`src/rtl/uart_boot_loader_if.sv`:
```
// Program-load port bundle: UART byte stream in, (addr, data, done) pair out to the CPU.
interface uart_boot_loader_if;
  logic [7:0]  rx_byte;
  logic        rx_valid;
  logic        skip_load;
  logic [31:0] uart_data;
  logic [31:0] uart_addr;
  logic        uart_done;
  logic [15:0] word_cnt;
  logic        load_err;

  modport master (
    output rx_byte, rx_valid, skip_load,
    input  uart_data, uart_addr, uart_done, word_cnt, load_err
  );

  modport slave (
    input  rx_byte, rx_valid, skip_load,
    output uart_data, uart_addr, uart_done, word_cnt, load_err
  );
endinterface

```
`src/rtl/uart_boot_loader.sv`:
```
// Assembles a little-endian word-count header plus payload words from the UART byte
// stream and presents each finished word as an atomic (addr, data) pair to the CPU loader.
module uart_boot_loader #(
  parameter logic [31:0] BASE_ADDR = 32'h0000_0000,
  parameter int unsigned ADDR_STEP = 4,
  parameter int unsigned MAX_WORDS = 16384,
  parameter int unsigned TIMEOUT   = 50_000_000
) (
  input  logic               clk,
  input  logic               rst,
  uart_boot_loader_if.slave  bus
);

  localparam logic [2:0] S_HDR  = 3'd0;
  localparam logic [2:0] S_DATA = 3'd1;
  localparam logic [2:0] S_LAST = 3'd2;
  localparam logic [2:0] S_DONE = 3'd3;
  localparam logic [2:0] S_ERR  = 3'd4;

  logic [2:0]  r_state;
  logic [1:0]  r_bidx;
  logic [31:0] r_shadow;
  logic [31:0] r_total;
  logic [15:0] r_widx;
  logic [31:0] r_idle;
  logic        r_started;
  logic [31:0] r_data;
  logic [31:0] r_addr;
  logic [15:0] r_cnt;

  logic        w_active;
  logic        w_timeout;
  logic [31:0] w_merged;
  logic [31:0] w_offs;
  logic [15:0] w_widx_nx;

  function automatic logic [31:0] merge_byte(input logic [31:0] w, input logic [1:0] idx,
                                             input logic [7:0] b);
    logic [31:0] r;
    r = w;
    r[8*idx +: 8] = b;
    return r;
  endfunction

  assign w_active  = (r_state == S_HDR) || (r_state == S_DATA);
  assign w_merged  = merge_byte(r_shadow, r_bidx, bus.rx_byte);
  assign w_offs    = 32'(ADDR_STEP) * {16'd0, r_widx};
  assign w_widx_nx = r_widx + 16'd1;
  // The idle counter is only armed once the session's first byte has arrived.
  assign w_timeout = w_active && r_started && !bus.rx_valid && (r_idle == 32'(TIMEOUT - 1));

  always_ff @(posedge clk) begin
    if (rst) begin
      r_state   <= S_HDR;
      r_bidx    <= 2'd0;
      r_widx    <= 16'd0;
      r_idle    <= 32'd0;
      r_started <= 1'b0;
      r_data    <= 32'd0;
      r_addr    <= BASE_ADDR;
      r_cnt     <= 16'd0;
    end else if (w_active) begin
      if (bus.skip_load) begin
        r_state <= S_DONE;
      end else if (bus.rx_valid) begin
        r_started <= 1'b1;
        r_idle    <= 32'd0;
        r_shadow  <= w_merged;
        r_bidx    <= r_bidx + 2'd1;
        if (r_bidx == 2'd3) begin
          if (r_state == S_HDR) begin
            r_total <= w_merged;
            if (w_merged == 32'd0)                r_state <= S_DONE;
            else if (w_merged > 32'(MAX_WORDS))   r_state <= S_ERR;
            else                                  r_state <= S_DATA;
          end else begin
            // Data and address move together so the memory never sees a torn pair.
            r_data <= w_merged;
            r_addr <= BASE_ADDR + w_offs;
            r_cnt  <= w_widx_nx;
            r_widx <= w_widx_nx;
            if ({16'd0, w_widx_nx} == r_total) r_state <= S_LAST;
          end
        end
      end else if (w_timeout) begin
        r_state <= S_ERR;
      end else if (r_started) begin
        r_idle <= r_idle + 32'd1;
      end
    end else if (r_state == S_LAST) begin
      // One settling cycle so the final pair is written before the CPU leaves reset.
      r_state <= S_DONE;
    end
  end

  assign bus.uart_data = r_data;
  assign bus.uart_addr = r_addr;
  assign bus.uart_done = (r_state == S_DONE);
  assign bus.word_cnt  = r_cnt;
  assign bus.load_err  = (r_state == S_ERR);

endmodule

```
`src/flat_wrapper.sv`:
```
// flat-port wrapper written by rule: the top's interface ports become plain ports
module uart_boot_loader_flat 
#(
  parameter logic [31:0] BASE_ADDR = 32'h0000_0000,
  parameter int unsigned ADDR_STEP = 4,
  parameter int unsigned MAX_WORDS = 16384,
  parameter int unsigned TIMEOUT   = 50_000_000
)
  (clk, rst, bus_rx_byte, bus_rx_valid, bus_skip_load, bus_uart_data, bus_uart_addr, bus_uart_done, bus_word_cnt, bus_load_err);
  uart_boot_loader_if bus_i ();
  input  logic clk;
  input  logic rst;
  input wire logic [$bits(bus_i.rx_byte)-1:0] bus_rx_byte;
  input wire logic [$bits(bus_i.rx_valid)-1:0] bus_rx_valid;
  input wire logic [$bits(bus_i.skip_load)-1:0] bus_skip_load;
  output wire logic [$bits(bus_i.uart_data)-1:0] bus_uart_data;
  output wire logic [$bits(bus_i.uart_addr)-1:0] bus_uart_addr;
  output wire logic [$bits(bus_i.uart_done)-1:0] bus_uart_done;
  output wire logic [$bits(bus_i.word_cnt)-1:0] bus_word_cnt;
  output wire logic [$bits(bus_i.load_err)-1:0] bus_load_err;
  assign bus_i.rx_byte = bus_rx_byte;
  assign bus_i.rx_valid = bus_rx_valid;
  assign bus_i.skip_load = bus_skip_load;
  assign bus_uart_data = bus_i.uart_data;
  assign bus_uart_addr = bus_i.uart_addr;
  assign bus_uart_done = bus_i.uart_done;
  assign bus_word_cnt = bus_i.word_cnt;
  assign bus_load_err = bus_i.load_err;
  uart_boot_loader #(.BASE_ADDR(BASE_ADDR), .ADDR_STEP(ADDR_STEP), .MAX_WORDS(MAX_WORDS), .TIMEOUT(TIMEOUT)) u_core (.clk(clk), .rst(rst), .bus(bus_i));
endmodule
```
`config.mk`:
```
export PLATFORM = sky130hd
export DESIGN_NAME = uart_boot_loader_flat
export DESIGN_NICKNAME = d
export VERILOG_FILES = /design/src/rtl/uart_boot_loader_if.sv /design/src/rtl/uart_boot_loader.sv /design/src/flat_wrapper.sv
export SDC_FILE = /design/constraint.sdc
export NUM_CORES = 1
export LEC_CHECK = 0
export BUFFER_PORTS_ARGS = -buffer_cell sky130_fd_sc_hd__buf_2
export CORE_MARGIN = 1.5
export CORE_UTILIZATION = 55
export CTS_BUF_LIST = sky130_fd_sc_hd__clkbuf_8
export CTS_CLUSTER_SIZE = 28
export DETAILED_ROUTE_END_ITERATION = 8
export PLACE_DENSITY = 0.76
export SYNTH_ARGS = -nofsm -noshare
export SYNTH_HDL_FRONTEND = slang
export SYNTH_SLANG_ARGS = --single-unit
```
`constraint.sdc`:
```
create_clock -name clk -period 6.13 [get_ports clk]
set_input_delay 0.3065 -clock clk [delete_from_list [all_inputs] [get_ports clk]]
set_output_delay 0.3065 -clock clk [all_outputs]
set_load 0.02 [all_outputs]
```
==> metrics, run 1 <==
input/output buffers 77; Setup Viol. Count Final 0; vias in the first global route 5513; CP Buf/Inv Count 1; dpl cells 998; RSZ-0062 raised after global routing no; pin count of the biggest net entering global routing 75; Gate power share 4.8%; FF-to-FF path depth 9; drt pass-1 iters 7; Critical Path Fanout Max 9; antenna viol nets, final 0; CTS H-tree lvls 4; async set-or-reset flop fraction in the synthesized netlist 0%; CP dominant cell by count a22oi_1; PostCTS Resize Cnt 0; standard-cell row count 42; Fill cells 1122; area fraction of the dominant cell type after synthesis 27.6%; clock buffer depth 2; synthesized flop and latch total 166; f_max 0.305 GHz; Core Region 13200 sq um; highest-delay cell along the critical path nor4bb_1; Period minus WS final 3280 ps; flop-to-flop setup slack 2850 ps; Final Hold Viols 0; ys flop type dfxtp_1; CP cell instances inv_1, ha_1, nor4bb_1, a22oi_1, and3_1, nand3_1, a21oi_1, a22oi_1, a211oi_1; ratio of final minimum period to clock period 53.5%; Sw Pwr 0.000466 W; Top delay family on crit path simple AND/OR/NAND/NOR gates; root buf cell clkbuf_8; reg-to-reg endpoint u_core.r_state[0]; switching share of total power 22.8%; internal power 0.00158 W; Seq pwr share 56.9%; Starting Density 56.2%; post-synth top area cell dfxtp_1; CP arrival 3590 ps; start point of the worst hold path bus_rx_valid; Slew Limit Fails 0; fin nets 861; routed wire length 16200 um; synth warn 0; register area share after synthesis 53.5%; Post-synth EDFFs 64; class of the worst hold path primary input to flop; Post-Place Cell Area 7790 sq um; final std cells w/o fill 1030; Hold Slack 242 ps; gpl congestion 0.887; max_cap viols 0; dominant cells by area after synthesis dfxtp_1 (28%), edfxtp_1 (26%), nand2_1 (6.5%); crit start category flop; CTS tree built; clk sinks 166; Vias/cell 5.63; Final TNS setup 0 ps; Worst VDD drop 0.144 mV; WHS Path Cells 3; initial antenna violation count 0; Setup Skew 11.5 ps; hold buffers post-CTS 0; layout cell share with drive strength beyond 1 14.8%; Die Width 119 um; Mapped Area 7410 sq um; Pleak 2.94 nW; Syn Area/Cell 9.45 sq um; pwr/cell area 249 nW/um^2; crit end category flop; hpwl dp 11300 um; DRC 0; hold path endpoint u_core.r_bidx[1]; number of vias in the routed layout 5797; Worst-Margin Slew 1290 ps; Remaining Overflow, GRT 0; postcts setup bufs 0; Post-Syn Instances 784; clk_lat worst skew 460 ps; DR WL/cell 15.8 um; antenna cell count 0; CP peak stage delay 1040 ps; Worst slew margin 12.9%; gr usage total 23.6%; first-pass GRT wire length 26200 um; Layout Area Growth over Synthesis 10.5%; Clk pwr share 38.4%; post-synthesis cell type count 66; RR Startpoint u_core.r_bidx[0]; CP Class flop to flop; post-route cell area 8190 sq um; outcome completed; Initial DRC Count 467; Die H 119 um; IO Pins 94; Levels on crit path 9; Clock Pin Slew Worst Setup and Hold Paths 90 ps; Num CTS Buffers 17; Req. time, crit path 6440 ps; die area 14200 sq um
==> per-stage QoR <==
stage	power [W]	util (%)	setup WS, ps
4_1_cts	0.00206	62.1	2970
2_1_floorplan	0.00126	-	2420
3_3_place_gp	0.00128	59.1	3180
3_5_place_dp	0.00128	59.1	2980
5_1_grt	0.00212	62.1	2730
6_report	0.00204	62.1	2850
==> layout make-up <==
type                       instances  area (sq um)  share of cell area (%)
tap                              176           220                    2.69
multi-input combinational        536          3040                    37.1
sequential                       166          3960                    48.4
timing repair buffer              82           423                    5.17
clock buffer                      17           234                    2.86
inverter                          38           143                    1.74
clock inverter                    15           164                    2.00
==> cell families after synthesis <==
group,count (synthesis),synth area share [%]
buffers and inverters,97,6.32
adders and majority gates,8,1.35
and+or+nand+nor,310,20.7
xor gates and xnor gates,49,5.79
DFF,166,53.5
AOI/OAI and AO/OA,151,12.0
other,1,0.0506
muxes,2,0.287
==> worst max path at each step <==
stage / start / endpoint
2_1_floorplan: u_core.r_state[1] / u_core.r_total[0]
3_3_place_gp: u_core.r_bidx[0] / u_core.r_state[0]
3_5_place_dp: u_core.r_bidx[0] / u_core.r_state[0]
4_1_cts: u_core.r_bidx[0] / u_core.r_state[0]
5_1_grt: u_core.r_bidx[0] / u_core.r_state[0]
6_report: u_core.r_bidx[0] / u_core.r_state[0]
==> cells in the final DEF, fill, tap and decap left out, types with 3 or more instances in the layout <==
cell,Yosys,final
nand2_1,129,128
dfxtp_1,102,102
buf_2,6,77
a21oi_1,68,68
edfxtp_1,64,64
nor2_1,56,55
inv_1,38,39
o21ai_0,39,39
xnor2_1,35,35
nor3_1,19,19
or3_1,17,17
clkbuf_8,0,17
nand3_1,16,16
nor4_1,16,16
conb_1,1,16
xor2_1,14,14
nand4_1,13,13
a22o_1,11,11
and3_1,8,8
ha_1,8,8
a211oi_1,6,6
and4_1,5,5
buf_4,16,5
a22oi_1,4,4
nor3b_1,4,4
nor4bb_1,3,3
or4_1,3,3
a31oi_1,3,3
o21a_1,3,3
bufinv_16,0,3
clkinv_4,0,3
clkinvlp_4,0,3
clkinv_1,0,3
==> state kept, by name (all words and copies together) (netlist names) <==
register / count
u_core.bus.uart_data: 32
u_core.r_idle: 32
u_core.r_shadow: 32
u_core.r_total: 32
u_core.bus.uart_addr: 16
u_core.bus.word_cnt: 16
u_core.r_state: 3
u_core.r_bidx: 2
u_core.r_started: 1
==> power by group through the flow <==
stage / clock [W] / sequential (W) / combinational [W]
floorplan: 0 / 0.00119 / 0.0000765
global placement: 0 / 0.00119 / 0.0000927
CTS: 0.000801 / 0.00116 / 0.0000968
finish: 0.000784 / 0.00116 / 0.0000975
detailed placement: 0 / 0.00119 / 0.0000968
global route: 0.000850 / 0.00116 / 0.000107
==> worst min-delay path, cell delays in order <==
cell,delay [ps]
buf_2,170
nand3_1,110
a21oi_1,60
==> synth_stat cells (8+ instances only) <==
library cell	count
buf_4	16
a21oi_1	68
nand3_1	16
or3_1	17
inv_1	38
nand2_1	129
dfxtp_1	102
ha_1	8
xor2_1	14
a22o_1	11
nor2_1	56
o21ai_0	39
xnor2_1	35
nor3_1	19
clkbuf_1	31
nand4_1	13
nor4_1	16
edfxtp_1	64
and3_1	8
==> routing by layer <==
layer	GRT usage, %	routed length (um)
met2	39.7	7920
met3	5.22	829
met5	0	0
met4	12.0	502
met1	28.6	6990
Power figures use the tool's default switching activity.
==> run 2: changes to the inputs <==
Settings changed: CORE_UTILIZATION 55 to 54, PLACE_DENSITY 0.76 to 0.78.
Clock period 6.13 ns to 2.88 ns, I/O delays scaled along.
==> run 2 against run 1 <==
Effect of this change: power rose by 120%; flip-flop and latch count did not move; sequential power rose by 110%; global-route usage rose by 0.15 points; core utilization rose by 0.35 points; clock-buffer cell count did not move; maximum frequency rose by 22%; non-clock buffer count rose by 11; critical endpoint is now u_core.r_state[1]; highest routed layer unchanged.
==> metrics, run 2 (synthesis gave the netlist of run 1 again) <==
Seq pwr share 55.2%; flop-to-flop setup slack 200 ps; WHS Path Cells 3; first-pass GRT wire length 26700 um; CP arrival 3100 ps; clk sinks 166; reg-to-reg endpoint u_core.r_state[1]; Critical Path Fanout Max 9; start point of the worst hold path bus_rx_valid; Top delay family on crit path simple AND/OR/NAND/NOR gates; Setup Viol. Count Final 0; hpwl dp 11300 um; Num CTS Buffers 17; Worst slew margin 50.5%; max_cap viols 0; RSZ-0062 raised after global routing no; routed wire length 16400 um; Period minus WS final 2680 ps; standard-cell row count 42; Setup Skew 12.7 ps; root buf cell clkbuf_8; pin count of the biggest net entering global routing 50; gr usage total 23.8%; DR WL/cell 15.8 um; Top Metal Used met4; gpl congestion 0.881; Routed met2 length 7820 um; Pleak 3.01 nW; Starting Density 55.7%; class of the worst hold path primary input to flop; drt pass-1 iters 5; Req. time, crit path 3300 ps; FF-to-FF path depth 9; commonest cells after routing, fill and taps aside nand2_1 (128), dfxtp_1 (101), buf_2 (77); RR Startpoint u_core.r_bidx[0]; Vias/cell 5.63; Met1 Wirelength 7290 um; postcts setup bufs 0; outcome completed; switching share of total power 22.9%; fin nets 872; input/output buffers 77; highest-delay cell along the critical path dfxtp_2; Clock Pin Slew Worst Setup and Hold Paths 90 ps; pwr/cell area 540 nW/um^2; CTS tree built; CP Class flop to flop; Fill cells 1136; Initial DRC Count 445; DRC 0; hold path endpoint u_core.r_bidx[1]; crit end category flop; IO Pins 94; Final Hold Viols 0; die area 14400 sq um; CP cell instances inv_1, ha_1, and4b_2, a22o_1, nor4_1, nand4_1, or3_1, a31oi_1, o21a_1; Worst-Margin Slew 742 ps; antenna cell count 0; final std cells w/o fill 1041; Remaining Overflow, GRT 0; wire length on met3 1030 um; Gate power share 5.0%; Layout Area Growth over Synthesis 12.0%; clock buffer depth 2; Slew Limit Fails 0; ratio of final minimum period to clock period 93.0%; Core Region 13300 sq um; CP peak stage delay 420 ps; f_max 0.373 GHz; Die H 120 um; dpl cells 1009; Clk pwr share 39.9%; CTS H-tree lvls 4; clk_lat worst skew 470 ps; Final TNS setup 0 ps; vias in the first global route 5309; hold buffers post-CTS 0; crit start category flop; Worst VDD drop 0.337 mV; Die Width 120 um; antenna viol nets, final 0; CP Buf/Inv Count 1; Sw Pwr 0.00102 W; initial antenna violation count 0; internal power 0.00345 W; commonest non-fill, non-tap cell in the layout nand2_1; number of vias in the routed layout 5857; layout cell share with drive strength beyond 1 16.4%
## run 2: final cells by class
class | count | area [sq um] | area share [%]
multi-input combinational | 536 | 3040 | 36.7
clock inverter | 15 | 189 | 2.28
sequential | 166 | 3970 | 47.8
clock buffer | 17 | 234 | 2.82
inverter | 38 | 143 | 1.72
timing repair buffer | 93 | 505 | 6.09
tap | 176 | 220 | 2.65
## run 2: worst register-to-register path, stage by stage, from the launching register on
cell and delay, ps:
dfxtp_2 420, inv_1 140, ha_1 410, and4b_2 360, a22o_1 240, nor4_1 300, nand4_1 140, or3_1 320
a31oi_1 170, o21a_1 130
## run 2: power groups by stage
stage               Sequential (W)  Clock (W)  Combinational (W)
floorplan                  0.00252          0           0.000163
global placement           0.00252          0           0.000214
detailed placement         0.00253          0           0.000219
CTS                        0.00247    0.00181           0.000220
global route               0.00247    0.00190           0.000243
finish                     0.00247    0.00179           0.000222
## run 2: what timing repair did
action | CTS | global route
gates resized for setup | 0 | 2
endpoints found under the setup margin | 0 | 3
endpoints found under the hold margin | 0 | 0
## run 2: metal layers
| layer | track usage (%) | vias up |
|---|---|---|
| li1 | - | 2833 |
| met1 | 30.8 | 2788 |
| met2 | 39.4 | 208 |
| met3 | 4.75 | 28 |
| met4 | 8.93 | 0 |
| met5 | 0 | - |
## run 2: through the flow
step / cell area, sq um / total power [W] / hold WS [ps] / utilization (%) / worst slack [ps]
3_5_place_dp: 7870 / 0.00274 / 446 / 59.2 / 103
2_1_floorplan: 7470 / 0.00269 / 383 / - / 22.2
4_1_cts: 8300 / 0.00450 / 46.6 / 62.4 / 86.7
3_3_place_gp: 7870 / 0.00274 / 439 / 59.2 / 226
5_1_grt: 8300 / 0.00462 / 69.5 / 62.4 / 19.6
6_report: 8300 / 0.00448 / 73.1 / 62.4 / 201
## run 2: how the worst max path moves through the flow
stage,startpoint,endpoint,slack (ps),cells after the start
final,u_core.r_bidx[0],u_core.r_state[1],200,9
after floorplan,u_core.r_state[1],u_core.r_total[0],20,4
after global placement,u_core.r_bidx[0],u_core.r_state[1],230,9
after CTS,u_core.r_bidx[0],u_core.r_state[1],90,9
after global routing,u_core.r_bidx[0],u_core.r_state[0],20,9
after detailed placement,u_core.r_bidx[0],u_core.r_state[1],100,9
==> run 3: changes to the inputs <==
Settings changed: CTS_BUF_LIST sky130_fd_sc_hd__clkbuf_8 to sky130_fd_sc_hd__clkbuf_4.
==> run 3 against run 2 <==
Effect of this change: wire length rose by 0.42%; global-route usage rose by 0.082 points; power fell by 5.9%; register-to-register slack got worse by 20 ps; clock skew rose by 4.5 ps; non-clock buffer count rose by 5; core utilization fell by 0.37 points; via count rose by 0.79%; critical path depth did not move; largest cell class unchanged; largest power group unchanged.
==> metrics, run 3 (synthesis gave the netlist of run 1 again) <==
DRC 0; first-pass GRT wire length 26800 um; start point of the worst hold path bus_rx_byte[1]; Clock Pin Slew Worst Setup and Hold Paths 140 ps; IO Pins 94; Die Width 120 um; Layout Area Growth over Synthesis 11.3%; Starting Density 55.7%; crit start category flop; postcts setup bufs 0; number of vias in the routed layout 5903; ratio of final minimum period to clock period 93.6%; Setup Skew 17.2 ps; hpwl dp 11300 um; layout cell share with drive strength beyond 1 16.6%; die area 14400 sq um; Remaining Overflow, GRT 0; Fill cells 1141; Worst-Margin Slew 732 ps; RSZ-0062 raised after global routing no; standard-cell row count 42; Critical Path Fanout Max 9; Core Region 13300 sq um; flop-to-flop setup slack 180 ps; fin nets 877; hold path endpoint u_core.r_shadow[17]; routed wire length 16500 um; Die H 120 um; reg-to-reg endpoint u_core.r_state[1]; pwr/cell area 511 nW/um^2; Setup Viol. Count Final 0; f_max 0.371 GHz; input/output buffers 77; pin count of the biggest net entering global routing 50; outcome completed; Period minus WS final 2700 ps; drt pass-1 iters 5; Final TNS setup 0 ps; antenna viol nets, final 0; Worst slew margin 51.2%; DR WL/cell 15.7 um; initial antenna violation count 0; root buf cell clkbuf_4; Final Hold Viols 0; clock buffer depth 2; CTS tree built; Pleak 2.98 nW; Worst VDD drop 0.307 mV; antenna cell count 0; clk_lat worst skew 580 ps; commonest non-fill, non-tap cell in the layout nand2_1; class of the worst hold path primary input to flop; RR Startpoint u_core.r_bidx[0]; Initial DRC Count 439; crit end category flop; CP arrival 3230 ps; Slew Limit Fails 0; gpl congestion 0.881; max_cap viols 0; Req. time, crit path 3420 ps; WHS Path Cells 2; gr usage total 23.9%; CP Class flop to flop; Final Worst Setup Slack 185 ps; FF-to-FF path depth 9; CTS H-tree lvls 4; vias in the first global route 5351; Num CTS Buffers 17; pre-CTS setup slack 103 ps; Vias/cell 5.64; clk sinks 166; commonest cells after routing, fill and taps aside nand2_1 (128), dfxtp_1 (101), buf_2 (77)
## run 3: power breakdown
| group | total (W) | leakage, nW | switching [W] | internal, W |
|---|---|---|---|---|
| sequential | 0.00247 | 1.40 | 0.0000126 | 0.00246 |
| combinational | 0.000228 | 1.42 | 0.000162 | 0.0000659 |
| clock | 0.00151 | 0.161 | 0.000811 | 0.000704 |
| total | 0.00422 | 2.98 | 0.000986 | 0.00323 |
## run 3: area by class of cell
type / count / area [sq um] / area share, %
flip-flops and latches: 166 / 3970 / 48.1
multi-input cells: 536 / 3040 / 36.9
repair buffers: 98 / 556 / 6.73
well taps: 176 / 220 / 2.67
clock inverters: 13 / 181 / 2.20
clock buffers: 19 / 143 / 1.73
inverters: 38 / 143 / 1.73
## run 3: metal layers
metal / GRT usage [%] / vias to the layer above / share of wire [%]
met2: 39.1 / 216 / 47
met5: 0 / - / 0
li1: - / 2844 / -
met3: 4.85 / 35 / 5.7
met4: 9.67 / 0 / 1.9
met1: 30.9 / 2808 / 45
## run 3: worst max-delay path, stage by stage (launching register included)
cell and delay (ps):
dfxtp_2 430, inv_1 140, ha_1 410, and4b_2 350
a22o_1 250, nor4_1 300, nand4_1 140, or3_1 320
a31oi_1 170, o21a_1 140
## run 3: worst max path at each step
| stage | from | slack [ps] | depth (start not counted) | to |
|---|---|---|---|---|
| 4_1_cts | u_core.r_bidx[0] | 80 | 9 | u_core.r_state[1] |
| 3_5_place_dp | u_core.r_bidx[0] | 100 | 9 | u_core.r_state[1] |
| 3_3_place_gp | u_core.r_bidx[0] | 230 | 9 | u_core.r_state[1] |
| 6_report | u_core.r_bidx[0] | 180 | 9 | u_core.r_state[1] |
| 2_1_floorplan | u_core.r_state[1] | 20 | 4 | u_core.r_total[0] |
| 5_1_grt | u_core.r_bidx[0] | 20 | 9 | u_core.r_state[0] |
## run 3: timing repair
item                                    4_1_cts  5_1_grt
gates resized for setup                       0        2
endpoints found under the hold margin        10        0
endpoints found under the setup margin        0        2
hold buffers                                  5        0
## run 3: through the flow
step / cells / total power, W / utilization, % / hold slack (ps) / instance area, sq um
2_1_floorplan: 799 / 0.00269 / - / 383 / 7470
3_3_place_gp: 1009 / 0.00274 / 59.2 / 439 / 7870
3_5_place_dp: 1009 / 0.00274 / 59.2 / 446 / 7870
4_1_cts: 1046 / 0.00424 / 62.0 / 21.8 / 8250
5_1_grt: 1046 / 0.00436 / 62.1 / 29.7 / 8250
6_report: 1046 / 0.00422 / 62.1 / 68.0 / 8250
